<file path="src/rtl/cu_pkg.sv">
`default_nettype none
// +----------------------------------------------------------------------+
// | Package   : cu_pkg                                                   |
// | Purpose   : Shared types and encodings for the multi-cycle RV32I     |
// |             control unit: FSM state enum, opcodes, and the select /  |
// |             control encodings driven onto the datapath.              |
// | Revision  : 1.0 - initial release                                    |
// +----------------------------------------------------------------------+
package cu_pkg;

   typedef enum logic [3:0] {
      S_FETCH    = 4'd0,
      S_DECODE   = 4'd1,
      S_MEMADR   = 4'd2,
      S_MEMREAD  = 4'd3,
      S_MEMWB    = 4'd4,
      S_MEMWRITE = 4'd5,
      S_EXECR    = 4'd6,
      S_EXECI    = 4'd7,
      S_ALUWB    = 4'd8,
      S_BRANCH   = 4'd9,
      S_JAL      = 4'd10,
      S_ILLEGAL  = 4'd11
   } state_t;

   // Opcodes
   localparam logic [6:0] OP_R      = 7'b0110011;
   localparam logic [6:0] OP_I      = 7'b0010011;
   localparam logic [6:0] OP_LOAD   = 7'b0000011;
   localparam logic [6:0] OP_STORE  = 7'b0100011;
   localparam logic [6:0] OP_BRANCH = 7'b1100011;
   localparam logic [6:0] OP_JAL    = 7'b1101111;
   localparam logic [6:0] OP_LUI    = 7'b0110111;

   // ALUControl
   localparam logic [2:0] ALU_ADD = 3'b000;
   localparam logic [2:0] ALU_SUB = 3'b001;
   localparam logic [2:0] ALU_AND = 3'b010;
   localparam logic [2:0] ALU_OR  = 3'b011;
   localparam logic [2:0] ALU_SLT = 3'b101;

   // ImmSrc
   localparam logic [2:0] IMM_I = 3'b000;
   localparam logic [2:0] IMM_S = 3'b001;
   localparam logic [2:0] IMM_B = 3'b010;
   localparam logic [2:0] IMM_J = 3'b011;
   localparam logic [2:0] IMM_U = 3'b100;

   // ResultSrc
   localparam logic [1:0] RES_ALUOUT = 2'b00;
   localparam logic [1:0] RES_MEM    = 2'b01;
   localparam logic [1:0] RES_ALU    = 2'b10;

   // ALUSrcA
   localparam logic [1:0] SRCA_PC    = 2'b00;
   localparam logic [1:0] SRCA_OLDPC = 2'b01;
   localparam logic [1:0] SRCA_RS1   = 2'b10;
   localparam logic [1:0] SRCA_ZERO  = 2'b11;

   // ALUSrcB
   localparam logic [1:0] SRCB_RS2  = 2'b00;
   localparam logic [1:0] SRCB_IMM  = 2'b01;
   localparam logic [1:0] SRCB_FOUR = 2'b10;

endpackage
`default_nettype wire

</file>
<file path="src/rtl/alu_decoder.sv">
`default_nettype none
// +----------------------------------------------------------------------+
// | Module    : alu_decoder                                              |
// | Purpose   : Combinational funct3/funct7 decode to ALUControl for     |
// |             R-type and I-type ALU instructions.                      |
// | Ports     : funct3, funct7_5, is_rtype  -> alu_control, illegal      |
// | Revision  : 1.0 - initial release                                    |
// +----------------------------------------------------------------------+
module alu_decoder
   import cu_pkg::*;
(
   input  logic [2:0] funct3,
   input  logic       funct7_5,
   input  logic       is_rtype,
   output logic [2:0] alu_control,
   output logic       illegal
);

   // funct7[5] is only meaningful for R-type; for I-type it is an
   // immediate bit and must not affect the decode.
   logic w_alt;
   assign w_alt = is_rtype & funct7_5;

   always_comb begin
      alu_control = ALU_ADD;
      illegal     = 1'b0;
      case (funct3)
         3'b000: alu_control = w_alt ? ALU_SUB : ALU_ADD;
         3'b111: begin alu_control = ALU_AND; illegal = w_alt; end
         3'b110: begin alu_control = ALU_OR;  illegal = w_alt; end
         3'b010: begin alu_control = ALU_SLT; illegal = w_alt; end
         default: illegal = 1'b1;
      endcase
   end

endmodule
`default_nettype wire

</file>
<file path="src/rtl/multicycle_cu.sv">
`default_nettype none
// +----------------------------------------------------------------------+
// | Module    : multicycle_cu                                            |
// | Purpose   : Multi-cycle RV32I control unit. Moore FSM sequencing     |
// |             fetch/decode/execute/memory/writeback over a shared      |
// |             memory port, with a retired-instruction counter and a    |
// |             sticky illegal-instruction flag.                         |
// | Ports     : clk, rst, instr, Zero, mem_ready  (inputs)               |
// |             mem_req, MemWrite, IRWrite, PCWrite, AdrSrc, RegWrite,   |
// |             ResultSrc, ALUSrcA, ALUSrcB, ImmSrc, ALUControl,         |
// |             illegal, instret                     (outputs)           |
// | Revision  : 1.0 - initial release                                    |
// +----------------------------------------------------------------------+
module multicycle_cu
   import cu_pkg::*;
#(
   parameter bit MEM_HANDSHAKE = 1'b1,
   parameter int CNT_W         = 32
)(
   input  logic             clk,
   input  logic             rst,
   input  logic [31:0]      instr,
   input  logic             Zero,
   input  logic             mem_ready,
   output logic             mem_req,
   output logic             MemWrite,
   output logic             IRWrite,
   output logic             PCWrite,
   output logic             AdrSrc,
   output logic             RegWrite,
   output logic [1:0]       ResultSrc,
   output logic [1:0]       ALUSrcA,
   output logic [1:0]       ALUSrcB,
   output logic [2:0]       ImmSrc,
   output logic [2:0]       ALUControl,
   output logic             illegal,
   output logic [CNT_W-1:0] instret
);

   state_t           r_state;
   state_t           w_next;
   logic [CNT_W-1:0] r_instret;

   logic [6:0] w_opcode;
   logic [2:0] w_funct3;
   logic [6:0] w_funct7;
   logic       w_ready;
   logic       w_is_lui;
   logic       w_is_beq;
   logic [2:0] w_alu_ctrl;
   logic       w_alu_illegal;
   logic       w_funct7_bad;
   logic       w_retire;
   logic       w_unused;

   assign w_opcode = instr[6:0];
   assign w_funct3 = instr[14:12];
   assign w_funct7 = instr[31:25];
   assign w_unused = ^{instr[24:15], instr[11:7]};

   assign w_ready      = MEM_HANDSHAKE ? mem_ready : 1'b1;
   assign w_is_lui     = (w_opcode == OP_LUI);
   assign w_is_beq     = (w_funct3 == 3'b000);
   // Only funct7 = 0x00 or 0x20 are valid for R-type
   assign w_funct7_bad = w_funct7[6] | (|w_funct7[4:0]);

   alu_decoder u_alu_decoder (
      .funct3      (w_funct3),
      .funct7_5    (w_funct7[5]),
      .is_rtype    (w_opcode == OP_R),
      .alu_control (w_alu_ctrl),
      .illegal     (w_alu_illegal)
   );

   // State register
   always_ff @(posedge clk) begin
      if (rst) r_state <= S_FETCH;
      else     r_state <= w_next;
   end

   // Next-state logic
   always_comb begin
      w_next = r_state;
      case (r_state)
         S_FETCH:    if (w_ready) w_next = S_DECODE;
         S_DECODE: begin
            case (w_opcode)
               OP_LOAD, OP_STORE:
                  w_next = (w_funct3 == 3'b010) ? S_MEMADR : S_ILLEGAL;
               OP_R:
                  w_next = (w_alu_illegal | w_funct7_bad) ? S_ILLEGAL : S_EXECR;
               OP_I:
                  w_next = w_alu_illegal ? S_ILLEGAL : S_EXECI;
               OP_LUI:
                  w_next = S_EXECI;
               OP_BRANCH:
                  w_next = (w_funct3[2:1] == 2'b00) ? S_BRANCH : S_ILLEGAL;
               OP_JAL:
                  w_next = S_JAL;
               default:
                  w_next = S_ILLEGAL;
            endcase
         end
         S_MEMADR:   w_next = (w_opcode == OP_LOAD) ? S_MEMREAD : S_MEMWRITE;
         S_MEMREAD:  if (w_ready) w_next = S_MEMWB;
         S_MEMWB:    w_next = S_FETCH;
         S_MEMWRITE: if (w_ready) w_next = S_FETCH;
         S_EXECR,
         S_EXECI:    w_next = S_ALUWB;
         S_ALUWB:    w_next = S_FETCH;
         S_BRANCH:   w_next = S_FETCH;
         S_JAL:      w_next = S_ALUWB;
         S_ILLEGAL:  w_next = S_ILLEGAL;
         default:    w_next = S_FETCH;
      endcase
   end

   // Output decode
   always_comb begin
      mem_req    = 1'b0;
      MemWrite   = 1'b0;
      IRWrite    = 1'b0;
      PCWrite    = 1'b0;
      AdrSrc     = 1'b0;
      RegWrite   = 1'b0;
      ResultSrc  = RES_ALUOUT;
      ALUSrcA    = SRCA_PC;
      ALUSrcB    = SRCB_RS2;
      ALUControl = ALU_ADD;
      illegal    = 1'b0;
      case (r_state)
         S_FETCH: begin
            mem_req   = 1'b1;
            ALUSrcB   = SRCB_FOUR;
            ResultSrc = RES_ALU;
            IRWrite   = w_ready;
            PCWrite   = w_ready;
         end
         S_DECODE: begin
            ALUSrcA = SRCA_OLDPC;
            ALUSrcB = SRCB_IMM;
         end
         S_MEMADR: begin
            ALUSrcA = SRCA_RS1;
            ALUSrcB = SRCB_IMM;
         end
         S_MEMREAD: begin
            mem_req = 1'b1;
            AdrSrc  = 1'b1;
         end
         S_MEMWB: begin
            ResultSrc = RES_MEM;
            RegWrite  = 1'b1;
         end
         S_MEMWRITE: begin
            mem_req  = 1'b1;
            MemWrite = 1'b1;
            AdrSrc   = 1'b1;
         end
         S_EXECR: begin
            ALUSrcA    = SRCA_RS1;
            ALUControl = w_alu_ctrl;
         end
         S_EXECI: begin
            // lui reuses the I path as 0 + U-immediate
            ALUSrcA    = w_is_lui ? SRCA_ZERO : SRCA_RS1;
            ALUSrcB    = SRCB_IMM;
            ALUControl = w_is_lui ? ALU_ADD : w_alu_ctrl;
         end
         S_ALUWB:    RegWrite = 1'b1;
         S_BRANCH: begin
            ALUSrcA    = SRCA_RS1;
            ALUControl = ALU_SUB;
            PCWrite    = w_is_beq ? Zero : ~Zero;
         end
         S_JAL: begin
            ALUSrcA = SRCA_OLDPC;
            ALUSrcB = SRCB_FOUR;
            PCWrite = 1'b1;
         end
         S_ILLEGAL:  illegal = 1'b1;
         default: ;
      endcase
   end

   always_comb begin
      case (w_opcode)
         OP_STORE:  ImmSrc = IMM_S;
         OP_BRANCH: ImmSrc = IMM_B;
         OP_JAL:    ImmSrc = IMM_J;
         OP_LUI:    ImmSrc = IMM_U;
         default:   ImmSrc = IMM_I;
      endcase
   end

   // Retirement is the transition back into FETCH from a final state
   assign w_retire = (r_state == S_MEMWB) || (r_state == S_ALUWB) ||
                     (r_state == S_BRANCH) ||
                     ((r_state == S_MEMWRITE) && w_ready);

   always_ff @(posedge clk) begin
      if (rst)           r_instret <= '0;
      else if (w_retire) r_instret <= r_instret + CNT_W'(1);
   end

   assign instret = r_instret;

endmodule
`default_nettype wire

</file>
<file path="config.mk">
export PLATFORM = sky130hd
export DESIGN_NAME = multicycle_cu
export DESIGN_NICKNAME = d
export VERILOG_FILES = /design/src/rtl/cu_pkg.sv /design/src/rtl/alu_decoder.sv /design/src/rtl/multicycle_cu.sv
export SDC_FILE = /design/constraint.sdc
export NUM_CORES = 1
export LEC_CHECK = 0
export ABC_AREA = 1
export CORE_MARGIN = 1
export CORE_UTILIZATION = 42
export CTS_CLUSTER_DIAMETER = 30
export DETAILED_ROUTE_END_ITERATION = 8
export GPL_ROUTABILITY_DRIVEN = 0
export PLACE_DENSITY = 0.86
export SETUP_SLACK_MARGIN = 0.4
export SLEW_MARGIN = 20
export SYNTH_ARGS = -nofsm -noshare
export SYNTH_HDL_FRONTEND = slang
export SYNTH_SLANG_ARGS = --single-unit
</file>
<file path="constraint.sdc">
create_clock -name clk -period 1.53 [get_ports clk]
set_input_delay 0.306 -clock clk [delete_from_list [all_inputs] [get_ports clk]]
set_output_delay 0.306 -clock clk [all_outputs]
set_load 0.1 [all_outputs]
</file>
==> results of run 1 <==
==> synth_stat cells <==
cell      instances  area (um2)
dfxtp_1          36         721
clkinv_1          1        3.75
nor3_4            1        16.3
inv_2             1        3.75
a31o_2            1        8.76
o21ai_0          12        60.1
buf_2             4        20.0
nor3b_2           1        12.5
nor3_2            2        20.0
nand4_1           9        56.3
nand3_4           1        17.5
nor4_1            2        12.5
a21boi_0          2        15.0
o21bai_1          1        7.51
a21oi_2           1        8.76
a31oi_1           3        18.8
o221ai_1          2        17.5
nand3_2           1        10.0
and3_1            1        6.26
nand2_2           5        31.3
clkbuf_1          4        15.0
nor4_2            1        12.5
nand2_4           1        11.3
xnor2_1           5        43.8
xor2_1            8        70.1
a21oi_1          31         155
nor3_1           20         100
and2_1            1        6.26
ha_1              1        12.5
nor3b_1           1        7.51
inv_1            51         191
clkinv_2          1        5.00
nor2_1           61         229
nor2_4            4        45.0
nand3b_4          1        20.0
nand3b_1          3        22.5
nand2_1         110         413
o21ai_1           2        10.0
nand3_1          22         110
==> kinds of logic after synthesis <==
| kind of cell | after synthesis |
|---|---|
| AOI/OAI and AO/OA | 55 |
| DFF | 36 |
| xor gates and xnor gates | 13 |
| adders and majority gates | 1 |
| buffers and inverters | 62 |
| and+or+nand+nor | 248 |
==> stage by stage <==
step | std cells | util (%)
floorplan | 415 | -
detailed placement | 617 | 81.3
global placement | 617 | 81.3
==> impl_metrics.ini, run 1 <==
[status]
outcome = stopped before the end
stop_stage = clock tree synthesis (4_1_cts)
error = [ERROR DPL-0038] Utilization greater than 100%, impossible to legalize

[clock_network]
ctsLongestPathBuffers = 2
numCtsBuffers = 5
cts.sinks = 36
ctsResizeCount = 204
htreeDepth = 2
holdBufCountCts = 0
cts_setup_buffers = 55
cts_root_buffer = clkbuf_8

[synthesis]
avgSynthCellArea_um2 = 6.14
synth.distinct_cells = 39
muxShareOfSynthArea_pct = 0
synth_xor_area_share_pct = 4.47
netlist_area_um2 = 2550
synthSimpleGateAreaFrac_pct = 45.5
synth_compound_area_share_pct = 11.8
synth_top_family_by_area = simple AND/OR/NAND/NOR gates
synthCells = 415
ys_ff_latch = 36
synthAdderAreaFrac_pct = 0.491
ys.warnings.count = 0
yosysSeqAreaShare_pct = 28.3
syn_nets = 452

[floorplan]
io_pins = 87
row_count = 28
die-height_um = 79.9
start_util_pct = 43.3
die_w_um = 79.9

[placement]
place_hpwl_mm = 7.79
preCtsSetupSlack_ns = -0.680
portBuffers = 71
place_area_um2 = 4790
==> run 2: changes to the inputs <==
--- a/config.mk
+++ b/config.mk
@@ -7,12 +7,10 @@
 export LEC_CHECK = 0
 export ABC_AREA = 1
 export CORE_MARGIN = 1
-export CORE_UTILIZATION = 42
-export CTS_CLUSTER_DIAMETER = 30
+export CORE_UTILIZATION = 40
 export DETAILED_ROUTE_END_ITERATION = 8
 export GPL_ROUTABILITY_DRIVEN = 0
-export PLACE_DENSITY = 0.86
-export SETUP_SLACK_MARGIN = 0.4
+export PLACE_DENSITY_LB_ADDON = 0.15
 export SLEW_MARGIN = 20
 export SYNTH_ARGS = -nofsm -noshare
 export SYNTH_HDL_FRONTEND = slang
==> constraint.sdc (replaced) <==
create_clock -name clk -period 2 [get_ports clk]
set_input_delay 0.4 -clock clk [delete_from_list [all_inputs] [get_ports clk]]
set_output_delay 0.4 -clock clk [all_outputs]
set_load 0.1 [all_outputs]
==> impl_metrics.ini, run 2 <==
[status]
outcome = complete, no violations

[routing]
ant_nets = 0
drt-total-wl_mm = 7.44
via_count = 2979
drc = 0
post_drt_wl_per_cell_um = 12.7
drtIter0Drc = 148
dr.pass1.iters = 5
avgViaCountPerCell = 5.10

[worst_hold_path]
hp-class = reg2reg

[clock_network]
numCtsBuffers = 5
insertion_delay_ns = 0.29
holdBufCountCts = 0
htreeDepth = 2
cts_tree = done
cts_root_buffer = clkbuf_8
cts.sinks = 36
ctsLongestPathBuffers = 2
path_clk_slew_ns = 0.07

[cells_and_area]
final_common_cell = nand2_1
layout_common_cells = nand2_1 (103), buf_4 (49), nor2_1 (48)
nNetsFinal = 546
largest_reg_flops = 32
utilization_pct = 65.7
area_growth_pct = 55.4
diodes = 0
n_fill_cell = 547
fin_cells = 584
final-seq-area_um2 = 752
layout-drive-gt1-share_pct = 32.6
stdcell_area_um2 = 3960
multi_input_area_um2 = 1730

[synthesis]
ys_ff_latch = 36
synth.largest_area_cell = dfxtp_1
avgSynthCellArea_um2 = 6.14
synthArstFlopShare_pct = 0
netlist.area_leader.share_pct = 28.3
synth_edf_count = 0
ys.flop_type = dfxtp_1
yosys-top-cells-area = dfxtp_1 (28%), nand2_1 (16%), nor2_1 (9.0%)
synth.most_common_cell = nand2_1
netlist_area_um2 = 2550
syn_nets = 452
synth.distinct_cells = 39
synth_common_cells = nand2_1 (110), nor2_1 (61), inv_1 (51)
synthCells = 415
yosysSeqAreaShare_pct = 28.3
ys.warnings.count = 0

[sta]
setup_violations = 0
hold_viol = 0
slew_headroom_pct = 70.2
fin_hold_ws_ns = 0.475
setup_ws_ns = 0.0686
min_period_ns = 1.93
fin_skew_ns = 0.00684
finalSetupTns_ns = 0
max_freq_mhz = 518
fin_crit_sh_pct = 96.6
tightest_slew_ns = 0.442
drv_slew = 0

[placement]
dp_cells = 573
portBuffers = 71
place_hpwl_mm = 5.81
place_area_um2 = 3780
preCtsSetupSlack_ns = -0.267

[grt]
antenna_found_initial = 0
use_met2_pct = 39.8
gr-max-usage-layer = met2
grt_max_degree = 20
met3_usage_pct = 6.11
grt_use_total_pct = 23.8
grt_pass1_vias = 2712
grt_pass1_wl_mm = 12.3
use_met1_pct = 29.5
overflow = 0

[floorplan]
die_w_um = 81.8
start_util_pct = 42.3
io_pins = 87
die-height_um = 81.8
core_um2 = 6030
row_count = 28
die_area_um2 = 6690

[setup_path]
crit_required_ns = 1.60
rrSetupSlack_ns = 0.15
critPathArrivalTime_ns = 1.53
critPathMaxStageDelay_ns = 0.28
setup.worst_path.class = in2out
cp_slowest_cell = dlygate4sd2_1
cp_max_fo = 3
cp-start-kind = input port
end_kind = output port
cp_cell_sequence = dlygate4sd2_1 -> nor2_4 -> nand2_2 -> inv_2 -> nand3_1 -> o21ai_1 -> inv_1 -> o21ai_4 -> buf_12

[power]
p_leak_nw = 1.70
internal-power_mw = 1.86
peakVddDrop_mv = 2.49
combPwrFrac_pct = 64.4
p_total_mw = 3.85
clockPowerShare_pct = 14.6
power_density_nw_per_um2 = 973
swShare_pct = 51.8
p_sw_mw = 1.99
pwr-share-seq_pct = 21.0

[run]
maxCapViolations = 0
## run 2: cell counts after synthesis
Identical to the previous run, type by type.
## run 2: power groups by stage
| stage | sequential [mW] | combinational [mW] | clock [mW] |
|---|---|---|---|
| CTS | 0.805 | 2.46 | 0.573 |
| global placement | 0.820 | 2.45 | 0 |
| floorplan | 0.893 | 1.54 | 0 |
| finish | 0.809 | 2.48 | 0.562 |
| detailed placement | 0.821 | 2.45 | 0 |
| global route | 0.816 | 2.58 | 0.604 |
## run 2: final cells by class
type | count | area share [%]
timing repair buffer | 95 | 27.1
sequential | 36 | 19.0
tap | 75 | 2.37
clock buffer | 7 | 2.43
multi-input combinational | 317 | 43.7
inverter | 54 | 5.31
## run 2: worst paths after layout
check                  end        from  cells past startpoint
min             instret[8]  instret[8]                      1
max reg2reg    instret[24]  instret[0]                      8
max          ALUControl[0]    instr[6]                      9
min reg2reg     instret[8]  instret[8]                      1
## run 2: logic make-up after synthesis
| logic type | Yosys count | synth area share (%) |
|---|---|---|
| buf+inv | 62 | 9.38 |
| fa+ha+maj | 1 | 0.491 |
| simple gates | 248 | 45.5 |
| xor+xnor | 13 | 4.47 |
| compound gates | 55 | 11.8 |
| flops | 36 | 28.3 |
## run 2: repair_timing
| item | in CTS | in global routing |
|---|---|---|
| endpoints found under the hold margin | 0 | 0 |
| gates resized for setup | 17 | 22 |
| pin swaps | 9 | 4 |
| endpoints found under the setup margin | 8 | 9 |
| buffers inserted | 3 | 1 |
## run 2: per-layer routing
layer	wire (um)	part of all wire, %	vias to the layer above
met5	0	0	-
li1	-	-	1529
met2	3570	48	100
met1	3240	44	1342
met4	108	1.5	0
met3	516	6.9	8
## run 2: worst max-delay path, delay by kind of cell
| kind | cells | cell delay [ns] |
|---|---|---|
| buffers and inverters | 4 | 0.60 |
| and+or+nand+nor | 3 | 0.29 |
| AOI/OAI and AO/OA | 2 | 0.23 |
(Power assumes the default switching activity.)
